==> config.mk <==
export PLATFORM = sky130hd
export DESIGN_NAME = mmu_dcache
export DESIGN_NICKNAME = d
export VERILOG_FILES = /design/src/rtl/mmu_dcache.sv
export SDC_FILE = /design/constraint.sdc
export NUM_CORES = 1
export LEC_CHECK = 0
export CORE_ASPECT_RATIO = 0.8
export CORE_MARGIN = 2
export CORE_UTILIZATION = 50
export DETAILED_ROUTE_END_ITERATION = 8
export PLACE_DENSITY = 0.77
export REMOVE_ABC_BUFFERS = 1
export SLEW_MARGIN = 30
export SYNTH_ARGS = -nofsm -noshare
export SYNTH_HDL_FRONTEND = slang
export SYNTH_SLANG_ARGS = --single-unit
==> constraint.sdc <==
create_clock -name clk -period 7.4 [get_ports clk]
set_clock_uncertainty 0.05 [all_clocks]
set_input_delay 1.85 -clock clk [delete_from_list [all_inputs] [get_ports clk]]
set_output_delay 1.85 -clock clk [all_outputs]
set_load 0.01 [all_outputs]
==> src/rtl/mmu_dcache.sv <==
// -----------------------------------------------------------------------------
// mmu_dcache
//   Set-associative, write-through, no-write-allocate data cache that sits
//   between the core load/store port and the memory arbiter bus. There is one
//   word per line. Load hits answer from the local tag/data arrays. Load misses
//   fill a victim way from the arbiter. Every store is written through to the
//   arbiter. A store that hits also updates the cached word in place.
//
//   Victim selection picks the lowest-numbered invalid way in the set. When
//   every way is valid, it uses the set's round-robin pointer. The pointer
//   advances on every fill.
//
// Parameters
//   ADDR_W  byte-address width
//   DATA_W  word width (power of two, >= 8)
//   SETS    number of sets (power of two, >= 2)
//   WAYS    ways per set (power of two, >= 2)
//
// Ports
//   clk, reset                 rising-edge clock, async active-high reset
//   req_valid/we/addr/wdata    core request (sampled only while req_ready=1)
//   req_ready                  high only in IDLE
//   resp_valid/resp_rdata      one-cycle completion pulse; rdata=0 for stores
//   mem_req/we/addr/wdata      arbiter request, held until mem_ack
//   mem_ack/mem_rdata          arbiter completion pulse with read data
//   perf_hits/perf_misses      saturating load hit/miss counters
//                              (only when MMU_DCACHE_PERF_EN is defined)
//
// Configuration macro: MMU_DCACHE_PERF_EN
// -----------------------------------------------------------------------------
module mmu_dcache #(
   parameter int ADDR_W = 32,
   parameter int DATA_W = 32,
   parameter int SETS   = 4,
   parameter int WAYS   = 4
) (
   input  logic              clk,
   input  logic              reset,
   input  logic              req_valid,
   input  logic              req_we,
   input  logic [ADDR_W-1:0] req_addr,
   input  logic [DATA_W-1:0] req_wdata,
   output logic              req_ready,
   output logic              resp_valid,
   output logic [DATA_W-1:0] resp_rdata,
   output logic              mem_req,
   output logic              mem_we,
   output logic [ADDR_W-1:0] mem_addr,
   output logic [DATA_W-1:0] mem_wdata,
   input  logic              mem_ack,
`ifdef MMU_DCACHE_PERF_EN
   output logic [31:0]       perf_hits,
   output logic [31:0]       perf_misses,
`endif
   input  logic [DATA_W-1:0] mem_rdata
);

   localparam int OFF   = $clog2(DATA_W / 8);
   localparam int IDX_W = $clog2(SETS);
   localparam int WAY_W = $clog2(WAYS);
   localparam int TAG_W = ADDR_W - OFF - IDX_W;
   localparam logic [ADDR_W-1:0] ALIGN_MASK = {ADDR_W{1'b1}} << OFF;

   typedef enum logic [1:0] {S_IDLE, S_RESP, S_FILL, S_WRITE} state_t;

   state_t              state_q, state_d;
   logic                req_ready_q, req_ready_d;
   logic                resp_valid_q, resp_valid_d;
   logic [DATA_W-1:0]   resp_rdata_q, resp_rdata_d;
   logic                mem_req_q, mem_req_d;
   logic                mem_we_q, mem_we_d;
   logic [ADDR_W-1:0]   mem_addr_q, mem_addr_d;
   logic [DATA_W-1:0]   mem_wdata_q, mem_wdata_d;

   logic [SETS-1:0][WAYS-1:0]  valid_q, valid_d;
   logic [SETS-1:0][WAY_W-1:0] rr_q, rr_d;

   logic [TAG_W-1:0]  tag_mem  [SETS][WAYS];
   logic [DATA_W-1:0] data_mem [SETS][WAYS];

   // Array write port: one write per cycle, either a store hit or a fill.
   logic              arr_we, arr_tag_we;
   logic [IDX_W-1:0]  arr_idx;
   logic [WAY_W-1:0]  arr_way;
   logic [TAG_W-1:0]  arr_tag;
   logic [DATA_W-1:0] arr_data;

   // Lookup uses the live core address. The fill uses the latched, aligned
   // address held on mem_addr.
   logic [IDX_W-1:0] req_idx, fill_idx;
   logic [TAG_W-1:0] req_tag, fill_tag;
   logic             hit;
   logic [WAY_W-1:0] hit_way, victim;

   assign req_idx  = req_addr[OFF +: IDX_W];
   assign req_tag  = req_addr[ADDR_W-1 -: TAG_W];
   assign fill_idx = mem_addr_q[OFF +: IDX_W];
   assign fill_tag = mem_addr_q[ADDR_W-1 -: TAG_W];

   // Scanning from the top way down means the lowest matching way is written
   // last and wins.
   always_comb begin : lookup
      // NOTE: every variable written in an always_comb gets a default first;
      // a path that leaves it unassigned would infer a latch.
      hit     = 1'b0;
      hit_way = '0;
      for (int w = WAYS - 1; w >= 0; w--) begin
         if (valid_q[req_idx][w] && (tag_mem[req_idx][w] == req_tag)) begin
            hit     = 1'b1;
            hit_way = WAY_W'(w);
         end
      end
   end

   always_comb begin : victim_sel
      victim = rr_q[fill_idx];
      for (int w = WAYS - 1; w >= 0; w--) begin
         if (!valid_q[fill_idx][w]) victim = WAY_W'(w);
      end
   end

   always_comb begin : next_state
      state_d      = state_q;
      req_ready_d  = req_ready_q;
      resp_valid_d = resp_valid_q;
      resp_rdata_d = resp_rdata_q;
      mem_req_d    = mem_req_q;
      mem_we_d     = mem_we_q;
      mem_addr_d   = mem_addr_q;
      mem_wdata_d  = mem_wdata_q;
      valid_d      = valid_q;
      rr_d         = rr_q;
      arr_we       = 1'b0;
      arr_tag_we   = 1'b0;
      arr_idx      = req_idx;
      arr_way      = hit_way;
      arr_tag      = fill_tag;
      arr_data     = req_wdata;

      unique case (state_q)
         S_IDLE: begin
            if (req_valid && req_ready_q) begin
               req_ready_d = 1'b0;
               mem_addr_d  = req_addr & ALIGN_MASK;
               if (req_we) begin
                  state_d     = S_WRITE;
                  mem_req_d   = 1'b1;
                  mem_we_d    = 1'b1;
                  mem_wdata_d = req_wdata;
                  arr_we      = hit;          // update in place, never allocate
               end else if (hit) begin
                  state_d      = S_RESP;
                  resp_valid_d = 1'b1;
                  resp_rdata_d = data_mem[req_idx][hit_way];
               end else begin
                  state_d   = S_FILL;
                  mem_req_d = 1'b1;
                  mem_we_d  = 1'b0;
               end
            end
         end
         S_FILL: begin
            if (mem_ack) begin
               arr_we                    = 1'b1;
               arr_tag_we                = 1'b1;
               arr_idx                   = fill_idx;
               arr_way                   = victim;
               arr_data                  = mem_rdata;
               valid_d[fill_idx][victim] = 1'b1;
               rr_d[fill_idx]            = rr_q[fill_idx] + WAY_W'(1);
               mem_req_d                 = 1'b0;
               state_d                   = S_RESP;
               resp_valid_d              = 1'b1;
               resp_rdata_d              = mem_rdata;
            end
         end
         S_WRITE: begin
            if (mem_ack) begin
               mem_req_d    = 1'b0;
               mem_we_d     = 1'b0;
               state_d      = S_RESP;
               resp_valid_d = 1'b1;
               resp_rdata_d = '0;
            end
         end
         S_RESP: begin
            resp_valid_d = 1'b0;
            resp_rdata_d = '0;
            req_ready_d  = 1'b1;
            state_d      = S_IDLE;
         end
         default: state_d = S_IDLE;
      endcase
   end

   always_ff @(posedge clk or posedge reset) begin : fsm_regs
      // NOTE: sequential state uses non-blocking assignments so that every
      // flop samples its pre-edge inputs, regardless of statement order.
      if (reset) begin
         state_q      <= S_IDLE;
         req_ready_q  <= 1'b1;
         resp_valid_q <= 1'b0;
         resp_rdata_q <= '0;
         mem_req_q    <= 1'b0;
         mem_we_q     <= 1'b0;
         mem_addr_q   <= '0;
         mem_wdata_q  <= '0;
         valid_q      <= '0;
         rr_q         <= '0;
      end else begin
         state_q      <= state_d;
         req_ready_q  <= req_ready_d;
         resp_valid_q <= resp_valid_d;
         resp_rdata_q <= resp_rdata_d;
         mem_req_q    <= mem_req_d;
         mem_we_q     <= mem_we_d;
         mem_addr_q   <= mem_addr_d;
         mem_wdata_q  <= mem_wdata_d;
         valid_q      <= valid_d;
         rr_q         <= rr_d;
      end
   end

   // NOTE: the tag/data arrays have no reset. The valid bits alone decide
   // whether an entry is meaningful, so this logic can map onto plain RAM.
   always_ff @(posedge clk) begin : arrays
      if (arr_we && !reset) begin
         data_mem[arr_idx][arr_way] <= arr_data;
         if (arr_tag_we) tag_mem[arr_idx][arr_way] <= arr_tag;
      end
   end

   assign req_ready  = req_ready_q;
   assign resp_valid = resp_valid_q;
   assign resp_rdata = resp_rdata_q;
   assign mem_req    = mem_req_q;
   assign mem_we     = mem_we_q;
   assign mem_addr   = mem_addr_q;
   assign mem_wdata  = mem_wdata_q;

`ifdef MMU_DCACHE_PERF_EN
   logic [31:0] perf_hits_q, perf_hits_d;
   logic [31:0] perf_misses_q, perf_misses_d;

   always_comb begin : perf_next
      perf_hits_d   = perf_hits_q;
      perf_misses_d = perf_misses_q;
      if ((state_q == S_IDLE) && req_valid && req_ready_q && !req_we) begin
         if (hit) begin
            if (perf_hits_q != '1) perf_hits_d = perf_hits_q + 32'd1;
         end else begin
            if (perf_misses_q != '1) perf_misses_d = perf_misses_q + 32'd1;
         end
      end
   end

   always_ff @(posedge clk or posedge reset) begin : perf_regs
      if (reset) begin
         perf_hits_q   <= '0;
         perf_misses_q <= '0;
      end else begin
         perf_hits_q   <= perf_hits_d;
         perf_misses_q <= perf_misses_d;
      end
   end

   assign perf_hits   = perf_hits_q;
   assign perf_misses = perf_misses_q;
`endif

endmodule

Word level (Yosys, flattened, before mapping)
Memory sizes are Yosys's and may differ from the RTL's.
Index checks and enable logic that the tools add are counted.

word-level totals
  register bits = 124
  RAM bits = 960
  input port bits = 101
  output and inout port bits = 100
  word-level logic and storage cells = 143
  memories kept = 2

cells by class
  add/subtract/negate cells = 1
  order comparisons = 8
  eq/ne operators = 14
  muxes and demuxes = 75
  bitwise logic cells = 3
  reduce and logical (&&, ||, !) cells = 24

memories
  memory    depth  bits a word  rd ports  clocked after Yosys merged registers in  write ports  line  text
  data_mem  4      128          1         0                                        1            79    logic [DATA_W-1:0] data_mem [SETS][WAYS];
  tag_mem   4      112          1         0                                        1            78    logic [TAG_W-1:0] tag_mem [SETS][WAYS];

operators by type and width
  operator              count
  $mux W32              10
  $mux W128             1
  $pmux W32 S4          1
  $eq A28 B28 Y1        4
  $mux W112             1
  $bmux W32 S2          1
  $demux W32 S2         1
  $demux W28 S2         1
  $mux W2               18
  $mux W28              1
  $mux W1               24
  $bmux W4 S2           2
  $or A16 B16 Y16       1
  $mux W4               3
  $reduce_and A4 Y1     3
  $ne A2 B2 Y1 const B  5
  $logic_and A1 B1 Y1   9
  $lt A2 B3 Y1 const B  3
  $bwmux W8             1
  $demux W4 S2          1
  $pmux W1 S2           4
  $reduce_and A2 Y1     4
  $ge A3 B3 Y1 const B  2
  $not A2 Y3            2
  other kinds (18)      22

Longest topological paths before layout
Gate-level depths: netlist of the first run.

  depth in word-level cells = 15
  depth in mapped cells = 17

Worst setup path before layout of the first run
Ideal clock, no wire load.

  path type = input to register
  from = input port req_addr[2]
  to = memory data_mem[3][0] (netlist bit), enable pin
  library setup time = 0.468 ns
  arrival time = 7.119 ns
  data required time = 6.882 ns
  slack = -0.237 ns
  stages on the path = 13
  buffers on the path = 4
  path through = buf_6 buf_8 buf_2 mux4_2 xnor2_1 o2111ai_1 nor4_1 o2111ai_2 o21a_1 a31o_1 a211o_4 buf_6 nor3b_1

between the ends
  cells in the longest elaborated chain, start to end = 15

ends and longest elaborated chain
  what                                                                line  text
  start, declared                                                     41    input logic [ADDR_W-1:0] req_addr,
  $mem_v2 Z4 W112 or $bmux W4 S2 (tied branches)                      -
  $eq A28 B28 Y1 or $mux W4 (tied branches)                           108   if (valid_q[req_idx][w] && (tag_mem[req_idx][w] == req_tag)) begin
  $logic_and A1 B1 Y1                                                 108
  $mux W2 (4 in a row)                                                108
  $mux W2                                                             163   if (mem_ack) begin
  $mux W2                                                             140   unique case (state_q)
  $not A2 Y3 (implied by the code)                                    228   data_mem[arr_idx][arr_way] <= arr_data;
  $ge A3 B3 Y1 (implied by the code) or $lt A3 B1 Y1 (tied branches)  228
  $logic_and A1 B1 Y1 (implied by the code)                           228
  $mux W32 (implied by the code)                                      228
  $demux W32 S2                                                       228
  $mux W128 (implied by the code)                                     228
  end, declared                                                       79

Several ways; a longest one is shown, not always the timed one. The select of a mux whose other input is x is not followed.

Worst setup path after layout of the first run
  from = input port req_addr[3]
  to = memory tag_mem[3][83] (netlist bit), enable pin

between the ends
  cells in the longest elaborated chain, start to end = 15

ends and longest elaborated chain
  what                                                                line  text
  $mem_v2 Z4 W112 or $bmux W4 S2 (tied branches)                      -
  $eq A28 B28 Y1 or $mux W4 (tied branches)                           108
  $logic_and A1 B1 Y1                                                 108
  $mux W2 (4 in a row)                                                108
  $mux W2                                                             163
  $mux W2                                                             140
  $not A2 Y3 (implied by the code)                                    229   if (arr_tag_we) tag_mem[arr_idx][arr_way] <= arr_tag;
  $ge A3 B3 Y1 (implied by the code) or $lt A3 B1 Y1 (tied branches)  229
  $logic_and A1 B1 Y1 (implied by the code)                           229
  $mux W28 (implied by the code)                                      229
  $demux W28 S2                                                       229
  $mux W112 (implied by the code)                                     229
  end, declared                                                       78

Several ways; a longest one is shown, not always the timed one. The select of a mux whose other input is x is not followed.

==> results.toml, run 1 <==
[status]
run_status = "finished, final reports clean"

[floorplan]
die_area_um2 = 91300
rows = 97
die_h_um = 271
ios = 201
core_um2 = 87900
start_util = 0.506
chipWidth_um = 337

[worst_setup_path]
critical_path.cell_chain = "buf_8 -> buf_4 -> mux2i_1 -> nor2_1 -> a2111oi_0 -> buf_4 -> o211ai_1 -> nor4_2 -> nand2_1 -> a31o_1 -> a2111o_1 -> nor2_4 -> buf_12"
startpoint = "req_addr[3]"
cp-end-kind = "flop"
slowest_delay_ps = 740
startpoint_type = "input pin"
r2r_cells = 11
crit_fanout = 59
reg2reg_to = "tag_mem[3][83]$_DFFE_PP_"
regToRegSetupSlack_ps = 2460
required_ps = 7720
worstPathArrival_ps = 6730
crit_path_top_delay_cell = "a2111oi_0"
cp_common_cell = "buf_4"
worstSetupPathType = "input pin to flop"
r2r_start = "tag_mem[2][63]$_DFFE_PP_"

[drt]
first_pass_iters = 8
vias = 25100
routed_wl_um = 117000
viasPerCell = 6.28
ant_nets = 0
drcViolationCount = 0
routedWlPerCell_um = 29.2
drt_iter0_markers = 3800

[clocking]
postCtsSetupBuffers = 0
path_clk_slew_ps = 60
clock_sinks = 1084
clock_latency_ps = 690
cts_made_buffers = 103
cts_max_level = 3
cts_hold_buf = 0
post_cts_resized = 0
cts_tree = "built"
clockBufferDepth = 3
cts-root-buf = "clkbuf_16"

[finish]
layout_commonest_cell = "edfxtp_1"
fillers = 6253
final_cell_mix = "edfxtp_1, mux4_2, clkdlybuf4s50_1"
nets = 2826
drive_above_1_share = 0.208
syn2layout_area_growth_pct = 16.7
post-route-util = 0.591

[pwr]
pwr-share-clk = 0.329
p_comb_frac = 0.155
p_leak_nw = 17.4
p_per_area_nw_per_um2 = 305
power.switching_mw = 4.25
peakVddDrop_mv = 0.187
internal_power_mw = 11.6
seqPwrFrac = 0.515
p_sw_frac = 0.269

[grt]
grt_pass1_vias = 25400
grt_pass1_wl_um = 172000
antenna_found_initial = 2
grt_max_degree = 129
track_usage = 0.258
overflow = 0

[hold_path]
worstHoldStart = "valid_q[8]$_DFFE_PP0P_"
holdPathStages = 1
min_path_type = "flop to flop"
holdPathEnd = "valid_q[8]$_DFFE_PP0P_"

[sta]
worst_slack_ps = 991
rsz0062_at_grt = "no"
fin_crit_ps = 6410
setup_viol = 0
hold_viol = 0
worstMarginPinSlew_ps = 1030
drv_slew = 0
max_freq_mhz = 156
max_slew_margin = 0.311
timing.final.crit_share = 0.866

[yosys]
synth_area_um2 = 44500
synthFlopType = "edfxtp_1"
ys_ff_latch = 1084
postSynthCellCount = 2485
avgSynthCellArea_um2 = 17.9
synth_edf_count = 960
ys_async_sr_fraction = 0.114
yosysWarnings = 0
synth-seq-area-share = 0.718
synth_cell_types = 82

[place]
post-place-ws_ps = 419
place_congestion = 0.924
port-buffer-count = 196
dp_hpwl_um = 70500

[flow_run]
maxCapViolCount = 0
## power by group through the flow
| stage | logic [mW] | clock network, mW | registers (mW) |
|---|---|---|---|
| global route | 2.61 | 5.51 | 8.24 |
| global placement | 2.36 | 0 | 8.22 |
| finish | 2.46 | 5.21 | 8.16 |
| detailed placement | 2.43 | 0 | 8.28 |
| CTS | 2.45 | 5.27 | 8.16 |
| floorplan | 1.04 | 0 | 8.16 |
## stage by stage
step	cell area, um2	hold WS [ps]	total power, mW	setup TNS, ps	instances
finish	51900	430	15.8	0	4003
global route	51900	445	16.3	0	4003
CTS	51900	427	15.9	0	4002
detailed placement	48500	413	10.7	0	3808
global placement	48500	401	10.6	0	3808
floorplan	43700	388	9.21	-1205680	2336
## critical path: cells and delay by family
kind                   cells  cell delay, ps
AO/OA/AOI/OAI              4            1890
buffers and inverters      4            1410
multiplexers               1             280
AND/OR/NAND/NOR            4            1230
## cells in the mapped netlist, types with 5 or more instances
master,instances,share of area
o21a_1,5,0.00084
o21ai_0,47,0.0053
a21o_1,11,0.0019
nor3_2,5,0.0011
or2_2,7,0.00098
and2_1,5,0.00070
and3_1,5,0.00070
mux4_2,206,0.10
nand2_1,172,0.015
mux2_2,77,0.020
nor2b_1,6,0.00084
a211oi_1,33,0.0056
mux2i_1,101,0.023
buf_2,27,0.0030
nor3b_2,5,0.0014
xor2_1,9,0.0018
buf_1,14,0.0012
buf_6,18,0.0046
inv_1,83,0.0070
or3_1,5,0.00070
dfrtp_1,123,0.069
o221ai_1,20,0.0039
a2111oi_0,6,0.0012
nor3b_1,6,0.0010
nand3_1,28,0.0032
o31ai_1,21,0.0035
xnor2_1,90,0.018
a21oi_1,11,0.0012
o21bai_1,8,0.0014
nand2b_1,13,0.0018
o2111ai_1,5,0.00098
nand4_1,25,0.0035
nor4_1,7,0.00098
a31oi_1,26,0.0037
nor3_1,23,0.0026
edfxtp_1,960,0.65
clkbuf_1,77,0.0065
a221oi_1,7,0.0014
o22ai_1,27,0.0038
nor2_1,62,0.0052
o211ai_1,22,0.0037
buf_4,13,0.0022
## registers in the layout, summed over array words and instances (netlist names)
register / count
rr_q: 8
resp_valid: 1
mem_req: 1
tag_mem: 448
data_mem: 512
mem_we: 1
mem_addr: 30
resp_rdata: 32
req_ready: 1
mem_wdata: 32
valid_q: 16
state_q: 2
## final cells by class
type | count | area (um2) | area share
diodes | 1 | 2.50 | 0.0000482
clock buffers | 139 | 2780 | 0.0536
clock inverters | 55 | 561 | 0.0108
inverters | 84 | 320 | 0.00617
multi-input cells | 1168 | 11700 | 0.225
flip-flops and latches | 1084 | 31900 | 0.615
well taps | 1188 | 1490 | 0.0286
repair buffers | 284 | 3120 | 0.0601
## worst max path at each step
stage / to / slack (ps) / cells past startpoint
detailed placement: tag_mem[3][72]$_DFFE_PP_ / 420 / 13
floorplan: data_mem[3][0]$_DFFE_PP_ / -2000 / 6
global placement: tag_mem[3][60]$_DFFE_PP_ / 340 / 13
CTS: tag_mem[3][61]$_DFFE_PP_ / 1100 / 13
global route: tag_mem[3][61]$_DFFE_PP_ / 850 / 13
finish: tag_mem[3][83]$_DFFE_PP_ / 990 / 13
## logic make-up after synthesis
logic type,share of synthesized area
compound gates,0.0459
xor+xnor,0.0199
buf+inv,0.0249
flops,0.718
mux,0.148
other cells,0.0000843
simple gates,0.0434
## layer usage
metal / vias to the layer above / routed length, um / global-route usage
met3: 226 / 12700 / 0.0609
met2: 1488 / 53900 / 0.392
met1: 13000 / 47100 / 0.376
met4: 0 / 3250 / 0.0751
met5: - / 0 / 0
li1: 10400 / - / -
Power figures use the tool's default switching activity.
==> run 2, diff against run 1 <==
GPL_ROUTABILITY_DRIVEN = 0   (was default)
clock period = 7.5 ns   (was 7.4 ns; I/O delays follow)
==> run 2 against run 1 <==
Critical path depth increased by 1. Setup slack got worse by 69 ps. First-iteration DRC count is 8.3% lower. Cell area shrank 0.10%. Highest routed layer unchanged.
==> results.toml, run 2 (synthesis results as in run 1) <==
[floorplan]
core_um2 = 87900
ios = 201
chipWidth_um = 337
die_h_um = 271
die_area_um2 = 91300
rows = 97
start_util = 0.506

[drt]
ant_nets = 0
viasPerCell = 6.33
drt_iter0_markers = 3483
first_pass_iters = 8
routedWlPerCell_um = 29.0
drcViolationCount = 0
routed_wl_um = 116000
vias = 25300

[sta]
timing.final.crit_share = 0.877
max_freq_mhz = 152
worstMarginPinSlew_ps = 998
rsz0062_at_grt = "no"
fin_crit_ps = 6580
hold_viol = 0
final.setup.tns_ps = 0
setup_viol = 0
drv_slew = 0
worst_slack_ps = 923
max_slew_margin = 0.333

[worst_setup_path]
reg2reg_to = "data_mem[1][52]$_DFFE_PP_"
cp_common_cell = "buf_4"
r2r_cells = 12
crit_fanout = 72
cp-end-kind = "flop"
startpoint = "req_addr[3]"
startpoint_type = "input pin"
path_buf_inv = 5
crit_path_top_delay_cell = "a2111oi_0"
regToRegSetupSlack_ps = 2650
r2r_start = "tag_mem[2][63]$_DFFE_PP_"
slowest_delay_ps = 820
crit_family = "buffers and inverters"
worstSetupPathType = "input pin to flop"
critical_path.cell_chain = "buf_8 -> buf_4 -> mux2i_1 -> nor2_1 -> a2111oi_0 -> buf_4 -> o211ai_1 -> nor4_2 -> nand2_1 -> buf_4 -> a31o_1 -> a211o_4 -> nor3_2 -> buf_4"
worstPathArrival_ps = 6780
required_ps = 7710

[pwr]
p_leak_nw = 17.4
p_comb_frac = 0.151
total_power_mw = 15.9
seqPwrFrac = 0.509
p_sw_frac = 0.264
internal_power_mw = 11.7
peakVddDrop_mv = 0.181
pwr-share-clk = 0.340
p_per_area_nw_per_um2 = 306
power.switching_mw = 4.18

[grt]
track_usage = 0.254
grt_pass1_vias = 25700
antenna_found_initial = 1
grt_max_degree = 73
grt_pass1_wl_um = 170000
overflow = 0

[finish]
post-route-util = 0.590
nets = 2818
drive_above_1_share = 0.207
top_register = "data_mem"
final_cell_mix = "edfxtp_1, mux4_2, clkdlybuf4s50_1"
syn2layout_area_growth_pct = 16.6
reg_top3 = "data_mem (512), tag_mem (448)"
fillers = 6174
largest_reg_flops = 512
fin_cells = 3993
layout_commonest_cell = "edfxtp_1"

[place]
post-place-ws_ps = 475
dpl.cell_count = 3799
dp_hpwl_um = 68300
port-buffer-count = 196

[clocking]
cts_made_buffers = 104
cts_hold_buf = 0
clock_sinks = 1084
clockBufferDepth = 3
post_cts_resized = 0
clock_latency_ps = 680
cts_tree = "built"
postCtsSetupBuffers = 0
cts_max_level = 3
cts-root-buf = "clkbuf_16"
path_clk_slew_ps = 60

[flow_run]
maxCapViolCount = 0

[status]
run_status = "finished, final reports clean"

[hold_path]
min_path_type = "flop to flop"
worstHoldStart = "valid_q[4]$_DFFE_PP0P_"
holdPathStages = 1
holdPathEnd = "valid_q[4]$_DFFE_PP0P_"
## run 2: cell count changes in the layout (fill, tap and decap cells not counted), moves of 3 or more
cell	before	now
buf_12	39	23
clkinv_2	22	12
bufinv_16	7	14
clkbuf_1	30	23
buf_4	49	54
clkinvlp_4	3	7
clkbuf_8	5	8
## run 2: power by group through the flow
stage	logic (mW)	registers (mW)	clock network [mW]
final	2.40	8.07	5.38
after global routing	2.54	8.15	5.66
after CTS	2.39	8.07	5.43
after detailed placement	2.36	8.19	0
after global placement	2.28	8.12	0
after floorplan	1.03	8.06	0
## run 2: worst max path at each step
stage | end | cells after the start
after floorplan | data_mem[3][0]$_DFFE_PP_ | 6
after global placement | data_mem[2][61]$_DFFE_PP_ | 14
after detailed placement | data_mem[3][61]$_DFFE_PP_ | 14
after CTS | data_mem[3][52]$_DFFE_PP_ | 14
after global routing | data_mem[2][52]$_DFFE_PP_ | 14
final | data_mem[1][52]$_DFFE_PP_ | 14
## run 2: area by class of cell
type                       instances  area (um2)  area share
antenna                            2        5.00   0.0000965
sequential                      1084       31900       0.616
timing repair buffer             275        2860      0.0552
tap                             1188        1490      0.0287
inverter                          84         320     0.00618
clock buffer                     135        2800      0.0540
clock inverter                    57         747      0.0144
multi-input combinational       1168       11700       0.225
## run 2: per-stage QoR
step	hold slack [ps]	cell area, um2
2_1_floorplan	388	43700
3_3_place_gp	400	48300
3_5_place_dp	416	48300
4_1_cts	429	51800
5_1_grt	451	51800
6_report	429	51800
## run 2: layer usage
layer,vias to the layer above,GRT usage,part of all wire
met3,270,0.0684,0.12
met4,0,0.0927,0.035
met1,13000,0.362,0.39
li1,10400,-,-
met2,1663,0.378,0.46
met5,-,0,0
